`config.mk`:
```
export PLATFORM = sky130hd
export DESIGN_NAME = sram_controller_flat
export DESIGN_NICKNAME = d
export VERILOG_FILES = /design/src/rtl/sram_pkg.sv /design/src/rtl/sram_controller_if.sv /design/src/rtl/sram_wait_counter.sv /design/src/rtl/sram_controller.sv /design/src/flat_wrapper.sv
export SDC_FILE = /design/constraint.sdc
export NUM_CORES = 1
export LEC_CHECK = 0
export ABC_AREA = 1
export CAP_MARGIN = 20
export CORE_ASPECT_RATIO = 1.4
export CORE_MARGIN = 8
export CORE_UTILIZATION = 35
export CTS_BUF_LIST = sky130_fd_sc_hd__clkbuf_8
export DETAILED_ROUTE_END_ITERATION = 7
export DONT_BUFFER_PORTS = 1
export GPL_TIMING_DRIVEN = 1
export SLEW_MARGIN = 20
export SYNTH_ARGS = -nofsm -noshare
export SYNTH_HDL_FRONTEND = slang
export SYNTH_HIERARCHICAL = 1
export SYNTH_SLANG_ARGS = --single-unit
```
`constraint.sdc`:
```
create_clock -name clk -period 1.9 [get_ports clk]
set_input_delay 0.38 -clock clk [delete_from_list [all_inputs] [get_ports clk]]
set_output_delay 0.38 -clock clk [all_outputs]
set_load 0.05 [all_outputs]
```
`src/rtl/sram_pkg.sv`:
```
// Shared definitions for the MEM-stage SRAM controller: the access state
// machine encoding, the default data-memory base address and the half-word
// select constants used to form the SRAM address LSB.
package sram_pkg;

    typedef enum logic [2:0] {
        IDLE  = 3'd0,
        RD_LO = 3'd1,
        RD_HI = 3'd2,
        WR_LO = 3'd3,
        WR_HI = 3'd4,
        DONE  = 3'd5
    } sram_state_t;

    localparam int DEFAULT_BASE_ADDR = 1024;

    localparam logic LO = 1'b0;
    localparam logic HI = 1'b1;

endpackage

```
`src/rtl/sram_controller_if.sv`:
```
// Pipeline-side request/response bundle of the SRAM controller. The master is
// the EXE/MEM pipeline register side, the slave is the controller.
interface sram_controller_if;

    logic        MEMread;
    logic        MEMwrite;
    logic [31:0] address;
    logic [31:0] data;
    logic [31:0] MEM_result;
    logic        ready;

    modport master (
        output MEMread,
        output MEMwrite,
        output address,
        output data,
        input  MEM_result,
        input  ready
    );

    modport slave (
        input  MEMread,
        input  MEMwrite,
        input  address,
        input  data,
        output MEM_result,
        output ready
    );

endinterface

```
`src/rtl/sram_wait_counter.sv`:
```
// Per-state wait counter: counts 0..WAIT_CYCLES-1 while enabled and is
// cleared whenever the controller changes state. 'last' marks the final wait
// cycle of a state; 'near_last' marks the cycle before it, which lets the
// controller register the write strobe release one cycle ahead.
module sram_wait_counter #(
    parameter int WAIT_CYCLES = 2
) (
    input  logic clk,
    input  logic rst,
    input  logic clear,
    input  logic enable,
    output logic last,
    output logic near_last
);

    localparam int CW = $clog2(WAIT_CYCLES + 1);
    localparam logic [CW-1:0] LAST_VALUE = CW'(WAIT_CYCLES - 1);
    localparam logic [CW-1:0] NEAR_VALUE = CW'((WAIT_CYCLES >= 2) ? WAIT_CYCLES - 2 : 0);
    localparam logic          HAS_NEAR   = (WAIT_CYCLES >= 2);

    logic [CW-1:0] count;

    // Count wait cycles inside a state, restarting from zero on every state change
    always_ff @(posedge clk or negedge rst) begin
        if (!rst) begin
            count <= '0;
        end else if (clear) begin
            count <= '0;
        end else if (enable) begin
            count <= count + CW'(1);
        end
    end

    assign last      = (count == LAST_VALUE);
    assign near_last = HAS_NEAR && (count == NEAR_VALUE);

endmodule

```
`src/rtl/sram_controller.sv`:
```
// MEM-stage SRAM controller: services one 32-bit word read or write at a time
// as two 16-bit accesses on an asynchronous SRAM (low half first). All SRAM
// pins are registered; 'ready' is combinational so the pipeline freezes in the
// same cycle a request appears.
module sram_controller
    import sram_pkg::*;
#(
    parameter int BASE_ADDR   = DEFAULT_BASE_ADDR,
    parameter int SRAM_AW     = 18,
    parameter int WAIT_CYCLES = 2
) (
    input  logic               clk,
    input  logic               rst,
    sram_controller_if.slave   bus,
    output logic [SRAM_AW-1:0] SRAM_ADDR,
    output logic [15:0]        SRAM_DQ_out,
    input  logic [15:0]        SRAM_DQ_in,
    output logic               SRAM_DQ_oe,
    output logic               SRAM_WE_N,
    output logic               SRAM_OE_N
);

    // With a single wait cycle the only cycle of a write state is also its
    // last one, so the strobe never goes low.
    localparam logic WE_ENTRY = (WAIT_CYCLES == 1) ? 1'b1 : 1'b0;

    sram_state_t        state;
    logic [31:0]        offset;
    logic [SRAM_AW-2:0] word_index;
    logic [15:0]        write_hi;
    logic [15:0]        capture_lo;
    logic               has_request;
    logic               in_access;
    logic               state_change;
    logic               wait_last;
    logic               wait_near_last;
    logic               unused_offset_bits;

    // Word index relative to the data-memory base; high bits beyond the SRAM
    // size are dropped so out-of-range addresses simply wrap.
    assign offset             = bus.address - 32'(BASE_ADDR);
    assign word_index         = offset[SRAM_AW:2];
    assign unused_offset_bits = ^{offset[31:SRAM_AW+1], offset[1:0]};

    assign has_request  = bus.MEMread | bus.MEMwrite;
    assign in_access    = (state == RD_LO) || (state == RD_HI) ||
                          (state == WR_LO) || (state == WR_HI);
    assign state_change = ((state == IDLE) && has_request) ||
                          (in_access && wait_last) ||
                          (state == DONE);

    assign bus.ready = ((state == IDLE) && !has_request) || (state == DONE);

    sram_wait_counter #(
        .WAIT_CYCLES (WAIT_CYCLES)
    ) u_wait_counter (
        .clk       (clk),
        .rst       (rst),
        .clear     (state_change),
        .enable    (in_access),
        .last      (wait_last),
        .near_last (wait_near_last)
    );

    // Access sequencer: walks the half-word states and registers every SRAM pin
    // and the read result so nothing combinational reaches the pads.
    always_ff @(posedge clk or negedge rst) begin
        if (!rst) begin
            state          <= IDLE;
            SRAM_ADDR      <= '0;
            SRAM_DQ_out    <= '0;
            SRAM_DQ_oe     <= 1'b0;
            SRAM_WE_N      <= 1'b1;
            SRAM_OE_N      <= 1'b1;
            write_hi       <= '0;
            capture_lo     <= '0;
            bus.MEM_result <= '0;
        end else begin
            case (state)
                IDLE: begin
                    if (bus.MEMwrite) begin
                        state       <= WR_LO;
                        SRAM_ADDR   <= {word_index, LO};
                        SRAM_DQ_out <= bus.data[15:0];
                        write_hi    <= bus.data[31:16];
                        SRAM_DQ_oe  <= 1'b1;
                        SRAM_WE_N   <= WE_ENTRY;
                        SRAM_OE_N   <= 1'b1;
                    end else if (bus.MEMread) begin
                        state      <= RD_LO;
                        SRAM_ADDR  <= {word_index, LO};
                        SRAM_DQ_oe <= 1'b0;
                        SRAM_WE_N  <= 1'b1;
                        SRAM_OE_N  <= 1'b0;
                    end
                end
                RD_LO: begin
                    if (wait_last) begin
                        state      <= RD_HI;
                        capture_lo <= SRAM_DQ_in;
                        SRAM_ADDR  <= {SRAM_ADDR[SRAM_AW-1:1], HI};
                    end
                end
                RD_HI: begin
                    if (wait_last) begin
                        state          <= DONE;
                        SRAM_OE_N      <= 1'b1;
                        bus.MEM_result <= {SRAM_DQ_in, capture_lo};
                    end
                end
                WR_LO: begin
                    if (wait_last) begin
                        state       <= WR_HI;
                        SRAM_ADDR   <= {SRAM_ADDR[SRAM_AW-1:1], HI};
                        SRAM_DQ_out <= write_hi;
                        SRAM_WE_N   <= WE_ENTRY;
                    end else if (wait_near_last) begin
                        SRAM_WE_N <= 1'b1;
                    end
                end
                WR_HI: begin
                    if (wait_last) begin
                        state      <= DONE;
                        SRAM_DQ_oe <= 1'b0;
                        SRAM_WE_N  <= 1'b1;
                    end else if (wait_near_last) begin
                        SRAM_WE_N <= 1'b1;
                    end
                end
                DONE: begin
                    state <= IDLE;
                end
                default: begin
                    state <= IDLE;
                end
            endcase
        end
    end

endmodule

```
`src/flat_wrapper.sv`:
```
// flat-port wrapper written by rule: the top's interface ports become plain ports
module sram_controller_flat import sram_pkg::*;
#(
    parameter int BASE_ADDR   = DEFAULT_BASE_ADDR,
    parameter int SRAM_AW     = 18,
    parameter int WAIT_CYCLES = 2
)
  (clk, rst, SRAM_ADDR, SRAM_DQ_out, SRAM_DQ_in, SRAM_DQ_oe, SRAM_WE_N, SRAM_OE_N, bus_MEMread, bus_MEMwrite, bus_address, bus_data, bus_MEM_result, bus_ready);
  sram_controller_if bus_i ();
  input  logic clk;
  input  logic rst;
  output logic [SRAM_AW-1:0] SRAM_ADDR;
  output logic [15:0] SRAM_DQ_out;
  input  logic [15:0] SRAM_DQ_in;
  output logic SRAM_DQ_oe;
  output logic SRAM_WE_N;
  output logic SRAM_OE_N;
  input wire logic [$bits(bus_i.MEMread)-1:0] bus_MEMread;
  input wire logic [$bits(bus_i.MEMwrite)-1:0] bus_MEMwrite;
  input wire logic [$bits(bus_i.address)-1:0] bus_address;
  input wire logic [$bits(bus_i.data)-1:0] bus_data;
  output wire logic [$bits(bus_i.MEM_result)-1:0] bus_MEM_result;
  output wire logic [$bits(bus_i.ready)-1:0] bus_ready;
  assign bus_i.MEMread = bus_MEMread;
  assign bus_i.MEMwrite = bus_MEMwrite;
  assign bus_i.address = bus_address;
  assign bus_i.data = bus_data;
  assign bus_MEM_result = bus_i.MEM_result;
  assign bus_ready = bus_i.ready;
  sram_controller #(.BASE_ADDR(BASE_ADDR), .SRAM_AW(SRAM_AW), .WAIT_CYCLES(WAIT_CYCLES)) u_core (.clk(clk), .rst(rst), .bus(bus_i), .SRAM_ADDR(SRAM_ADDR), .SRAM_DQ_out(SRAM_DQ_out), .SRAM_DQ_in(SRAM_DQ_in), .SRAM_DQ_oe(SRAM_DQ_oe), .SRAM_WE_N(SRAM_WE_N), .SRAM_OE_N(SRAM_OE_N));
endmodule
```
== Word level (Yosys, flattened, before mapping) ==
Index checks and enable logic that the tools add are counted.

* Flip-flop bits (word level): 106
* Input port bits: 84
* Output and inout bits: 70

* Add/sub/neg operators: 2
* Equality and inequality tests: 14
* Multiplexer cells: 27
* Bitwise logic cells: 2
* Reductions and logical operators: 31

{| class="wikitable"
|+ Operators with widths
! cell !! number
|-
| $mux 18 || 2
|-
| $pmux 18 s2 || 1
|-
| $mux 16 || 2
|-
| $pmux 16 s2 || 1
|-
| $sub 19x11->19 const B || 1
|-
| $mux 3 || 5
|-
| $reduce_and 3->1 || 5
|-
| $ne 2x1->1 const B || 6
|-
| $pmux 3 s4 || 1
|-
| $reduce_bool 2->1 || 6
|-
| $mux 1 || 10
|-
| $reduce_and 2->1 || 4
|-
| $eq 3x2->1 const B || 2
|-
| $eq 3x3->1 const B || 2
|-
| $logic_or 1x1->1 || 6
|-
| $mux 2 || 2
|-
| $pmux 1 s2 || 2
|-
| $reduce_and 4->1 || 1
|-
| $reduce_or 2->1 || 2
|-
| $eq 3x1->1 const B || 1
|-
| $logic_and 1x1->1 || 3
|-
| $logic_not 3->1 || 1
|-
| $ne 3x3->1 const B || 1
|-
| $pmux 1 s3 || 1
|-
| 8 further kinds || 8
|}

== Longest topological paths before layout ==
* Word-level depth: 8
* Depth in mapped cells: 10
* Mapped depth without buffers: 9

== Modules after synthesis ==
Netlist, hierarchy kept.

{| class="wikitable"
|+ Modules (own cells, without submodules)
! module !! instances !! cells each !! area an instance (um^2)
|-
| sram_controller || 1 || 523 || 4581.9
|-
| sram_wait_counter || 1 || 15 || 117.6
|}

== Worst setup path before layout ==
Ideal clock, no wire load.

* Kind: reg2out
* Start: reg u_core.state[0]
* End: out bus_ready
* Arrival: 1.164 ns
* Data required time: 1.520 ns
* Setup slack: 0.356 ns
* Stages on the path, launching flop included: 6
* Buffers on the path: 0
* Cells stage by stage: dfrtp_1 nor2_4 nand2_4 inv_2 nand3_1 nand2_1

* Longest elaborated chain between the ends: 3
* Elaborated cells between the ends (all ways): 4
* Those cells by class: eq/ne (1); reduce/logical (3)

{| class="wikitable"
|+ Ends and longest elaborated chain
! item !! RTL line !! source
|-
| start: declaration || sram_controller.sv:27 || <nowiki>sram_state_t state;</nowiki>
|-
| start signal: assignment || sram_controller.sv:69 || <nowiki>state <= IDLE;</nowiki>
|-
| start signal: assignment || sram_controller.sv:82 || <nowiki>state <= WR_LO;</nowiki>
|-
| start signal: assignment || sram_controller.sv:90 || <nowiki>state <= RD_LO;</nowiki>
|-
| $logic_not 3->1 || sram_controller.sv:52 || <nowiki>assign bus.ready = ((state == IDLE) && !has_request) || (state == DONE);</nowiki>
|-
| $logic_and 1x1->1 || sram_controller.sv:52 ||
|-
| $logic_or 1x1->1 (*) || sram_controller.sv:52 ||
|-
| end: declaration || flat_wrapper.sv:23 || <nowiki>output wire logic [$bits(bus_i.ready)-1:0] bus_ready;</nowiki>
|}

Mark *: on every way between the ends. The rest lies on a longest branch, timed or not.

== Worst setup path in the final report ==
* Start: reg u_core.state[2]
* End: out bus_ready

Same word-level chain as after synthesis.

==> out/metrics.cfg <==
[sta]
fmax_mhz=547
slew_headroom_pct=65.5
max_slew.worst_pin.slew_ns=0.517
timing.hold.ws_ns=-0.303
finalCriticalPeriod_ns=1.83
slew_viol_final=0
clock-skew-final_ns=0.00965
hold_violations=106
setup_viol=0
final.period_utilization_pct=96.3

[final_layout]
fin_area_sq_um=5160
final_util_pct=38.9
diodes=0
layout-drive-gt1-share_pct=11.5
fin_nets=628
area_growth_pct=9.90
n_fill_cell=1349

[power_and_ir_drop]
power_frac_comb_pct=26.4
power_mw=11.0
p_per_area_nw_per_um2=2120
leakage_nw=2.64
cellInternalPower_mw=5.17
switchingPower_mw=5.80
seq_power_share_pct=59.0
switching_share_pct=52.9
max-vdd-ir-drop_v=0.000909
power_frac_clock_pct=14.6

[clock_tree]
htree_levels=3
clock-sinks=106
cts-root-buf=clkbuf_8
clk_transition_reported_paths_ns=0.10
clock_path_buffers=2
clk_latency_ns=0.37
cts_tree=built
cts_buffers=9

[global_routing]
grt_pass1_vias=3530
grt_pass1_wl_um=17800
grt_usage_pct=12.8
grt_max_degree=107
antenna_found_initial=0
grt_overflow=0

[place]
io_buffers=0
gp_congestion=0.831
dpl.hpwl_um=7930
placed_cell_area_sq_um=4880

[synth]
yosysMostFrequentCell=nand2_1
ys_top_cells_by_area=dfrtp_1 (55%), nand2_1 (15%), o21ai_0 (6.6%)
synthTopCellsByCount=nand2_1 (186), dfrtp_1 (104), o21ai_0 (62)
ys_ff_latch=106
synth_top_area_share_pct=55.4
syn_area_sq_um=4700
synth_area_per_cell_sq_um=8.74
synth_edf_count=0
synth_nets=625
synth_cells=538
ys_seq_area_share_pct=56.5
yosysWarningCount=6
ys_async_sr_fraction_pct=100
ys.flop_type=dfrtp_1
synth_top_area_cell=dfrtp_1
ys_types=31

[critical_path]
required_ns=1.52
startpoint_type=register
worstReg2RegStart=u_core/state[2]$_DFFE_PN0P_
critPathCaptureType=output port
reg2reg_slack_ns=0.17
crit_fanout=4
cp.arrival_ns=1.45
crit_start=u_core/state[2]$_DFFE_PN0P_
path_class=reg -> out

[die]
core-area_sq_um=13300
die_w_um=114
pin_count=154
fp.dieArea_sq_um=17400
rows=50
die_height_um=153
start_util_pct=35.4

[drt]
drc=0
post_drt_via_cell_ratio=4.78
first_pass_iters=7
ant_nets=0
wl_um=11000
avgRoutedWirePerCell_um=15.1
vias=3479
dr.first_iter.drc_count=169

[min_path]
hp-class=in -> async

[job]
max_cap_viol_count=0

[status]
outcome=finished, violations left
violations=hold timing

==> cells by family after synthesis <==
family | share of synthesized area, %
compound gates | 9.64
xor+xnor | 0.559
simple gates | 22.7
mux | 1.92
buf+inv | 7.93
fa+ha+maj | 0.799
flops | 56.5
==> critical path: stages (launching register included) <==
cell	delay, ns
dfrtp_2	0.46
nor2_4	0.15
nand2_4	0.08
inv_2	0.07
nand3_2	0.06
nand2_1	0.10
buf_6	0.16
==> timing repair <==
item,in CTS,in global routing
pin swaps,1,3
hold endpoints to repair,106,106
resized for setup,4,1
cloned,0,0
setup endpoints to repair,1,1
setup buffers,3,2
==> layout by cell type, fill, tap and decap left out, types with 8 or more instances in the layout <==
master	synthesis	layout
nand2_1	186	186
dfrtp_1	104	101
o21ai_0	62	62
inv_1	55	55
nand3_1	26	24
o21ai_1	18	18
nor2_1	17	17
buf_4	5	12
clkbuf_8	0	9
mux2_2	8	8
==> cell type report <==
cell class	instances	area, sq um	share of cell area, %
clock buffer	9	124	2.40
clock inverter	7	114	2.20
inverter	62	238	4.60
multi-input combinational	348	1680	32.6
sequential	106	2660	51.5
tap	182	228	4.41
timing repair buffer	14	121	2.35
==> metal layers <==
layer	vias to the layer above	global-route usage [%]	wire [um]
li1	1692	-	-
met1	1670	14.2	4360
met2	106	21.5	5410
met3	11	4.69	1040
met4	0	5.16	176
met5	-	0	0
==> stage by stage <==
stage / TNS, ns / setup WS (ns) / instances
after floorplan: 0 / 0.356 / 538
after global placement: 0 / 0.263 / 707
after detailed placement: 0 / 0.228 / 707
after CTS: 0 / 0.0483 / 726
after global routing: -0.0124 / -0.0124 / 728
final: 0 / 0.0703 / 728
==> flip-flops by register name (all words and copies together), names as in the netlist <==
name,flops
u_core/SRAM_WE_N,1
u_core/SRAM_DQ_out,16
u_core/SRAM_OE_N,1
u_core/SRAM_DQ_oe,1
u_core/bus.MEM_result,32
u_core/SRAM_ADDR,18
u_core/capture_lo,16
u_core/u_wait_counter/count,2
u_core/write_hi,16
u_core/state,3
==> final timing paths <==
kind	to	depth (start not counted)
setup / recovery	bus_ready	6
hold / removal	u_core/SRAM_DQ_out[6]$_DFFE_PN0P_	0
setup reg to reg	u_core/SRAM_DQ_out[12]$_DFFE_PN0P_	9
hold reg to reg	u_core/bus.MEM_result[8]$_DFFE_PN0P_	2
max in group asynchronous	u_core/SRAM_OE_N$_DFFE_PN1P_	0
min in group clk	u_core/SRAM_ADDR[9]$_DFFE_PN0P_	1
==> power by group through the flow <==
stage	combinational, mW	sequential, mW	clock [mW]
after detailed placement	2.79	6.59	0
after global routing	3.37	6.64	1.76
after CTS	2.90	6.52	1.67
after global placement	2.68	6.58	0
after floorplan	2.37	6.28	0
final	2.89	6.47	1.60
(Power assumes the default switching activity.)
